`config.mk`:
```
export PLATFORM = sky130hd
export DESIGN_NAME = snax_gemmx_csr_manager
export DESIGN_NICKNAME = d
export VERILOG_FILES = /design/src/rtl/snax_gemmx_csr_manager.sv
export SDC_FILE = /design/constraint.sdc
export NUM_CORES = 1
export LEC_CHECK = 0
export ABC_CLOCK_PERIOD_IN_PS = 2900
export CAP_MARGIN = 20
export CORE_ASPECT_RATIO = 1.5
export CORE_UTILIZATION = 30
export DETAILED_ROUTE_END_ITERATION = 6
export PLACE_DENSITY = 0.57
export SETUP_SLACK_MARGIN = 0.1
export SYNTH_ARGS = -nofsm -noshare
export SYNTH_HDL_FRONTEND = slang
export SYNTH_SLANG_ARGS = --single-unit
```
`constraint.sdc`:
```
create_clock -name clk_i -period 2.9 [get_ports clk_i]
set_clock_uncertainty 0.05 [all_clocks]
set_input_delay 0.58 -clock clk_i [delete_from_list [all_inputs] [get_ports clk_i]]
set_output_delay 0.58 -clock clk_i [all_outputs]
set_load 0.03 [all_outputs]
```
`src/rtl/snax_gemmx_csr_manager.sv`:
```
// CSR request front-end for the GEMMX streamer/accelerator shell.
// Keeps shadow config registers and offers a committed copy to the accelerator over valid/ready.
module snax_gemmx_csr_manager #(
    parameter int unsigned RegRWCount   = 10,
    parameter int unsigned RegROCount   = 2,
    parameter int unsigned RegDataWidth = 32,
    parameter int unsigned RegAddrWidth = 32
) (
    input  logic                               clk_i,
    input  logic                               rst_ni,
    input  logic [RegAddrWidth-1:0]            csr_req_addr_i,
    input  logic [RegDataWidth-1:0]            csr_req_data_i,
    input  logic                               csr_req_write_i,
    input  logic                               csr_req_valid_i,
    output logic                               csr_req_ready_o,
    output logic [RegDataWidth-1:0]            csr_rsp_data_o,
    output logic                               csr_rsp_valid_o,
    input  logic                               csr_rsp_ready_i,
    output logic [RegRWCount*RegDataWidth-1:0] csr_reg_set_o,
    output logic                               csr_reg_set_valid_o,
    input  logic                               csr_reg_set_ready_i,
    input  logic [RegROCount*RegDataWidth-1:0] csr_reg_ro_set_i
);
    localparam int unsigned LaunchAddr = RegRWCount + RegROCount;

    typedef enum logic {
        ST_IDLE    = 1'b0,
        ST_PENDING = 1'b1
    } state_e;

    state_e                           r_state;
    logic                             r_rsp_valid;
    logic [RegDataWidth-1:0]          r_rsp_data;

    logic [RegRWCount*RegDataWidth-1:0] w_shadow_flat;
    logic                             w_is_launch;
    logic                             w_req_ready;
    logic                             w_accept;
    logic                             w_wr_accept;
    logic                             w_rd_accept;
    logic                             w_launch_accept;
    logic [RegDataWidth-1:0]          w_rd_data;

    assign w_is_launch     = csr_req_write_i && (csr_req_addr_i == RegAddrWidth'(LaunchAddr));
    assign w_accept        = csr_req_valid_i && w_req_ready;
    assign w_wr_accept     = w_accept && csr_req_write_i;
    assign w_rd_accept     = w_accept && !csr_req_write_i;
    assign w_launch_accept = w_accept && w_is_launch;

    // Launch ready uses the registered state, so it stays low through the handshake cycle.
    always_comb begin
        if (csr_req_write_i) begin
            w_req_ready = w_is_launch ? (r_state == ST_IDLE) : 1'b1;
        end else begin
            w_req_ready = !r_rsp_valid || csr_rsp_ready_i;
        end
    end

    always_comb begin
        w_rd_data = '0;
        for (int i = 0; i < int'(RegRWCount); i++) begin
            if (csr_req_addr_i == RegAddrWidth'(i)) begin
                w_rd_data = w_shadow_flat[i*RegDataWidth +: RegDataWidth];
            end
        end
        for (int i = 0; i < int'(RegROCount); i++) begin
            if (csr_req_addr_i == RegAddrWidth'(int'(RegRWCount) + i)) begin
                w_rd_data = csr_reg_ro_set_i[i*RegDataWidth +: RegDataWidth];
            end
        end
        if (csr_req_addr_i == RegAddrWidth'(LaunchAddr)) begin
            w_rd_data = RegDataWidth'(r_state == ST_PENDING);
        end
    end

    // One shadow/committed register pair per RW address.
    for (genvar gi = 0; gi < int'(RegRWCount); gi++) begin : g_reg
        logic [RegDataWidth-1:0] r_shadow;
        logic [RegDataWidth-1:0] r_bank;

        always_ff @(posedge clk_i or negedge rst_ni) begin
            if (!rst_ni) begin
                r_shadow <= '0;
                r_bank   <= '0;
            end else begin
                if (w_wr_accept && (csr_req_addr_i == RegAddrWidth'(gi))) begin
                    r_shadow <= csr_req_data_i;
                end
                if (w_launch_accept) begin
                    r_bank <= r_shadow;
                end
            end
        end

        assign w_shadow_flat[gi*RegDataWidth +: RegDataWidth] = r_shadow;
        assign csr_reg_set_o[gi*RegDataWidth +: RegDataWidth] = r_bank;
    end

    always_ff @(posedge clk_i or negedge rst_ni) begin
        if (!rst_ni) begin
            r_state     <= ST_IDLE;
            r_rsp_valid <= 1'b0;
            r_rsp_data  <= '0;
        end else begin
            case (r_state)
                ST_IDLE: begin
                    if (w_launch_accept) r_state <= ST_PENDING;
                end
                ST_PENDING: begin
                    if (csr_reg_set_ready_i) r_state <= ST_IDLE;
                end
                default: r_state <= ST_IDLE;
            endcase

            // Single-entry response register; a read in the consume cycle refills it.
            if (w_rd_accept) begin
                r_rsp_valid <= 1'b1;
                r_rsp_data  <= w_rd_data;
            end else if (csr_rsp_ready_i) begin
                r_rsp_valid <= 1'b0;
            end
        end
    end

    assign csr_req_ready_o     = w_req_ready;
    assign csr_rsp_valid_o     = r_rsp_valid;
    assign csr_rsp_data_o      = r_rsp_data;
    assign csr_reg_set_valid_o = (r_state == ST_PENDING);

endmodule

```
==> results.txt, run 1 <==
Post-route ant nets: 0
Initial core utilization: 0.303
Pre-Repair DR Iteration Count: 6
Worst skew pair latency: 630 ps
CP Max Fanout: 2
GR Overflow Total: 0
CP arrival: 2160 ps
Internal power: 15.2 mW
Sw Ratio: 0.228
CP cell instances: buf_2 -> or4_4 -> buf_12 -> nor3_4 -> buf_6 -> nand4_1 -> o21a_2 -> buf_6
Total CTS buffers: 70
Dominant cell type by area after synthesis: dfrtp_1
Synth-to-Final Area Change: 37.9%
Sequential share of the synthesized area: 0.592
Reg-to-Reg Start: csr_rsp_valid_o
Avg Vias per Cell: 4.94
Switch Pwr: 4.48 mW
Share of cells above drive strength 1: 0.207
Flop pwr share: 0.479
Worst reg2reg path endpoint: csr_rsp_data_o[18]
Worst-Margin Slew: 702 ps
Max VDD drop: 327 uV
Top_reg_cell synth: dfrtp_1
Largest net degree at the start of global routing: 81
Synth Warn #: 0
Clock Pin Slew Worst Setup and Hold Paths: 60 ps
Wire per inst: 24.0 um
Die X: 254 um
Combinational fraction of design power: 0.042
R2R setup slack: 570 ps
Drt drc: 0
Number of distinct library cells after synthesis: 56
# rows: 138
Final instance area: 39300 um^2
Commonest non-fill, non-tap cell in the layout: nand2_1
Initial antenna violation count: 5
Final Core Density: 0.417
Chip height: 379 um
Vias: 22701
Power Total: 19.6 mW
Crit-path slowest cell: or4_4
Pleak: 19.2 nW
Ys async rst share: 1.00
Hold WC Path Type: flop to flop
CTS H-tree depth: 3
FMAX: 359 MHz
Syn Std Cell Area: 28500 um^2
Post-synthesis register bit count: 674
Most frequent cells in the layout: nand2_1 (1099), dfrtp_1 (674), clkdlybuf4s50_1 (456)
Post-Syn Instances: 2660
RSZ-0062 raised after global routing: yes
Number of max-cap violations: 0
Avg Inst Size Synth: 10.7 um^2
CP Capture Point: csr_req_ready_o
Synth area leaders: dfrtp_1 (59%), nand2_1 (15%), mux2_2 (11%), o211ai_1 (2.1%), mux4_2 (2.0%)
R2r worst-path depth: 9
Dpl hpwl: 80.4 mm
Routability Congestion: 0.878
CP endpoint kind: output pin
Final hold vios: 0
Final setup TNS: 0 ps
Post-synth EDFFs: 0
Status: finished, final reports clean
Ports: 489
Slowest stage delay, CP: 580 ps
Slew Limit Fails: 0
Final Setup Violations: 0
Placed cell area: 36800 um^2
Rel. slew slack: 0.531
CP required: 2270 ps
Final worst path period share: 0.961
Final Critical Period: 2790 ps
Clk sink count: 674
Vias in the first global route: 23529
Critical path origin: csr_req_addr_i[4]
Top-area cell type share of the netlist area: 0.592
Critical Path Source Type: input pin
Iteration-0 DRC Markers: 1637
Cell Pwr Density: 500 nW/um^2
Core Footprint: 94100 um^2
Final nets: 3419
CTS Buffer Depth: 3
Crit path kind: input pin to output pin
Crit-path most repeated cell: buf_6
Root Buffer: clkbuf_16
Die area: 96200 um^2
Port Buffers: 488
Total wire length: 111 mm
Syn nets: 2794
Gr usage total: 0.230
First-pass GRT wire length: 161 mm
CTS tree: yes
Clk network pwr share: 0.479
[kinds of logic after synthesis]
family,after synthesis,share of synthesized area
simple gates,1215,0.168
flops,674,0.592
mux,356,0.150
compound gates,247,0.0628
buf+inv,168,0.0265
[worst max-delay path: cells and delay by family]
kind | cells | cell delay, ps
buffers and inverters | 4 | 540
AND/OR/NAND/NOR | 3 | 830
AO/OA/AOI/OAI | 1 | 200
[through the flow]
| step | hold WS (ps) | setup WS, ps | instances |
|---|---|---|---|
| after floorplan | 234 | 108 | 2660 |
| after global placement | 400 | -647 | 4464 |
| after detailed placement | 404 | -684 | 4464 |
| after CTS | 418 | 91.6 | 4595 |
| after global routing | 433 | 43.9 | 4597 |
| final | 412 | 113 | 4598 |
[area by class of cell]
class | instances | area (um^2)
well taps | 1260 | 1580
diodes | 3 | 7.51
multi-input cells | 1818 | 11100
inverters | 3 | 11.3
flip-flops and latches | 674 | 16900
clock inverters | 25 | 310
repair buffers | 718 | 7400
fillers | 9131 | 54800
clock buffers | 97 | 2040
[metal layers]
| layer | track usage | wire, um | part of all wire | vias up |
|---|---|---|---|---|
| li1 | - | - | - | 10204 |
| met1 | 0.282 | 44400 | 0.40 | 11582 |
| met2 | 0.396 | 55000 | 0.50 | 733 |
| met3 | 0.0450 | 6890 | 0.062 | 178 |
| met4 | 0.0917 | 4160 | 0.038 | 4 |
| met5 | 0 | 29 | 0.00026 | - |
[synthesized netlist by cell type, types with 3 or more instances]
cell type and number:
mux2_2 280, a22o_1 6, dfrtp_1 674, nand4_1 5, buf_4 3, mux4_2 25, nor2b_1 4, a32o_1 25
mux2_1 41, or3_1 7, buf_1 5, o211ai_1 79, nand2b_1 7, a22oi_1 29, and2_1 3, nand2_1 1101
nor2_1 42, a21o_1 5, o2111ai_1 5, a31oi_1 3, nor3_2 6, o21ai_0 38, a222oi_1 6, mux2i_1 10
nor4_1 10, buf_2 90, nand3_1 5, a21oi_1 34, inv_1 3, clkbuf_1 67, nor3_1 9
[sequential cells by signal (all words and copies together), names as in the netlist]
signal and flops:
csr_reg_set_valid_o 1, csr_rsp_data_o 32, csr_rsp_valid_o 1, g.r_bank 320
g.r_shadow 320
[worst min path at each step]
stage,start,endpoint,slack [ps],cells after the start
final,g_reg[7].r_bank[7],g_reg[7].r_bank[7],410,2
after global routing,g_reg[3].r_bank[3],g_reg[3].r_bank[3],430,2
after global placement,g_reg[5].r_bank[6],g_reg[5].r_bank[6],400,2
after detailed placement,g_reg[0].r_bank[27],g_reg[0].r_bank[27],400,2
after floorplan,rst_ni,csr_reg_set_valid_o,230,0
after CTS,g_reg[0].r_bank[27],g_reg[0].r_bank[27],420,2
[power groups by stage]
stage / combinational (mW) / sequential (mW) / clock, mW
4_1_cts: 0.843 / 9.40 / 9.64
2_1_floorplan: 0.146 / 9.58 / 0
3_3_place_gp: 0.841 / 9.58 / 0
3_5_place_dp: 0.841 / 9.58 / 0
6_report: 0.825 / 9.40 / 9.40
5_1_grt: 0.891 / 9.40 / 9.96
[what timing repair did]
item                                    CTS  global route
gates resized for setup                  52             5
hold endpoints to repair                 35             0
pin swaps                                12             6
setup buffers                             8             0
endpoints found under the setup margin  254           109
hold buffers                              1             0
cloned                                    0             0
Power figures use the tool's default switching activity.
==> run 2: changes to the inputs <==
--- a/config.mk
+++ b/config.mk
@@ -5,12 +5,13 @@
 export SDC_FILE = /design/constraint.sdc
 export NUM_CORES = 1
 export LEC_CHECK = 0
-export ABC_CLOCK_PERIOD_IN_PS = 2900
+export ABC_CLOCK_PERIOD_IN_PS = 2400
 export CAP_MARGIN = 20
 export CORE_ASPECT_RATIO = 1.5
 export CORE_UTILIZATION = 30
+export CTS_CLUSTER_SIZE = 24
 export DETAILED_ROUTE_END_ITERATION = 6
-export PLACE_DENSITY = 0.57
+export PLACE_DENSITY = 0.59
 export SETUP_SLACK_MARGIN = 0.1
 export SYNTH_ARGS = -nofsm -noshare
 export SYNTH_HDL_FRONTEND = slang
==> constraint.sdc (replaced) <==
create_clock -name clk_i -period 2.4 [get_ports clk_i]
set_clock_uncertainty 0.05 [all_clocks]
set_input_delay 0.48 -clock clk_i [delete_from_list [all_inputs] [get_ports clk_i]]
set_output_delay 0.48 -clock clk_i [all_outputs]
set_load 0.03 [all_outputs]
==> results.txt, run 2 (same netlist as run 1, synthesis figures left out) <==
Vias: 23216
CTS tree: yes
Levels on crit path: 7
GR Overflow Total: 0
Cell Pwr Density: 587 nW/um^2
Most frequent cells in the layout: nand2_1 (1098), dfrtp_1 (674), clkdlybuf4s50_1 (297)
Crit path kind: input pin to output pin
Vias in the first global route: 24145
Slew Limit Fails: 0
First-pass GRT wire length: 166 mm
Crit-path leading delay family: simple AND/OR/NAND/NOR gates
Core Footprint: 94100 um^2
CP arrival: 1920 ps
Routability Congestion: 0.881
CP Max Fanout: 5
Final nets: 3473
Worst hold slack: 252 ps
Total CTS buffers: 70
CP endpoint kind: output pin
Drt drc: 0
Hold WC Path Type: input pin to asynchronous set/reset pin
Pre-Repair DR Iteration Count: 7
Clk sink count: 674
Iteration-0 DRC Markers: 1574
Worst path buffer plus inverter count: 3
Chip height: 379 um
Gr usage total: 0.239
CTS H-tree depth: 3
Largest net degree at the start of global routing: 87
Failing checks: setup timing
Crit-path most repeated cell: buf_6
Number of max-cap violations: 0
Max VDD drop: 476 uV
Total wire length: 114 mm
RSZ-0062 raised after global routing: yes
CP required: 1870 ps
Worst skew pair latency: 660 ps
Rel. slew slack: 0.524
Dpl hpwl: 80.7 mm
Critical Path Source Type: input pin
Initial core utilization: 0.303
Die area: 96200 um^2
Die X: 254 um
Worst-Margin Slew: 713 ps
Final hold vios: 0
Worst Slack Setup Final: -45.6 ps
Commonest non-fill, non-tap cell in the layout: nand2_1
R2r worst-path depth: 6
# rows: 138
FMAX: 409 MHz
Final Critical Period: 2450 ps
Initial antenna violation count: 8
CTS Buffer Depth: 3
Ports: 489
Port Buffers: 488
Crit-path slowest cell: or4_4
Final Setup Violations: 2
Slowest stage delay, CP: 610 ps
Pleak: 20.9 nW
Final worst path period share: 1.02
CP cell instances: buf_6 -> or4_4 -> nor3_4 -> buf_4 -> nand4_1 -> o21a_1 -> buf_6
Synth-to-Final Area Change: 42.2%
Clock Pin Slew Worst Setup and Hold Paths: 60 ps
Root Buffer: clkbuf_16
Final setup TNS: -51.9 ps
Wire per inst: 24.6 um
Avg Vias per Cell: 4.99
Status: complete, but fails checks
Post-route ant nets: 0
Share of cells above drive strength 1: 0.230
[run 2: cell types whose count changed in the layout (fill, tap and decap cells not counted), moves of 24 or more]
cell	previous run	this run
buf_6	6	30
clkdlybuf4s50_1	456	297
dlygate4sd2_1	21	129
dlymetal6s2s_1	3	29
mux2_2	280	212
mux2_4	0	74
[run 2: area by class of cell]
type / instances / area [um^2]
fill: 8989 / 53600
clock buffer: 105 / 2110
tap: 1260 / 1580
clock inverter: 22 / 250
timing repair buffer: 772 / 8230
inverter: 3 / 11.3
antenna: 3 / 7.51
multi-input combinational: 1818 / 11400
sequential: 674 / 16900
[run 2: worst paths after layout]
check / slack, ps / end / from
worst max-delay path: -50 / csr_req_ready_o / csr_req_addr_i[7]
worst min-delay path: 250 / g_reg[0].r_bank[3] / rst_ni
worst max register to register: 230 / g_reg[9].r_shadow[27] / csr_reg_set_valid_o
worst min register to register: 410 / g_reg[5].r_bank[28] / g_reg[5].r_bank[28]
max in group asynchronous: 1090 / g_reg[9].r_bank[16] / rst_ni
min in group clk_i: 350 / csr_reg_set_valid_o / csr_reg_set_ready_i
[run 2: repair_timing]
| item | CTS | global route |
|---|---|---|
| gates resized for setup | 364 | 46 |
| buffers inserted | 46 | 4 |
| hold buffers | 1 | 0 |
| endpoints found under the setup margin | 803 | 594 |
| cloned | 12 | 1 |
| hold endpoints to repair | 58 | 0 |
| pin swaps | 17 | 13 |
[run 2: worst reg2reg max path, cell delays in order, from the launching register on]
cell	delay, ps
dfrtp_1	480
inv_1	200
o21bai_4	90
buf_4	140
or3_2	510
buf_4	230
mux2_1	340
[run 2: power breakdown]
group	switching [mW]	total, mW	leakage [nW]	internal (mW)
registers	0.00162	11.4	9.42	11.4
clock network	4.78	11.3	1.16	6.54
logic	0.683	1.07	10.3	0.386
[run 2: per-layer routing]
layer / GRT usage / up-vias / routed length (um)
met3: 0.0473 / 237 / 7960
met2: 0.394 / 903 / 54500
met1: 0.294 / 11727 / 45500
met5: 0 / - / 67
li1: - / 10339 / -
met4: 0.127 / 10 / 6460
[run 2: stage by stage]
step | util | instance area, um^2 | worst slack [ps] | std cells | power (mW)
floorplan | - | 28600 | -245 | 2660 | 11.8
global placement | 0.392 | 36900 | -952 | 4469 | 12.6
detailed placement | 0.392 | 36900 | -971 | 4469 | 12.6
CTS | 0.428 | 40300 | -83.9 | 4651 | 24.0
global route | 0.430 | 40500 | -84.6 | 4656 | 24.5
finish | 0.430 | 40500 | -45.6 | 4657 | 23.8
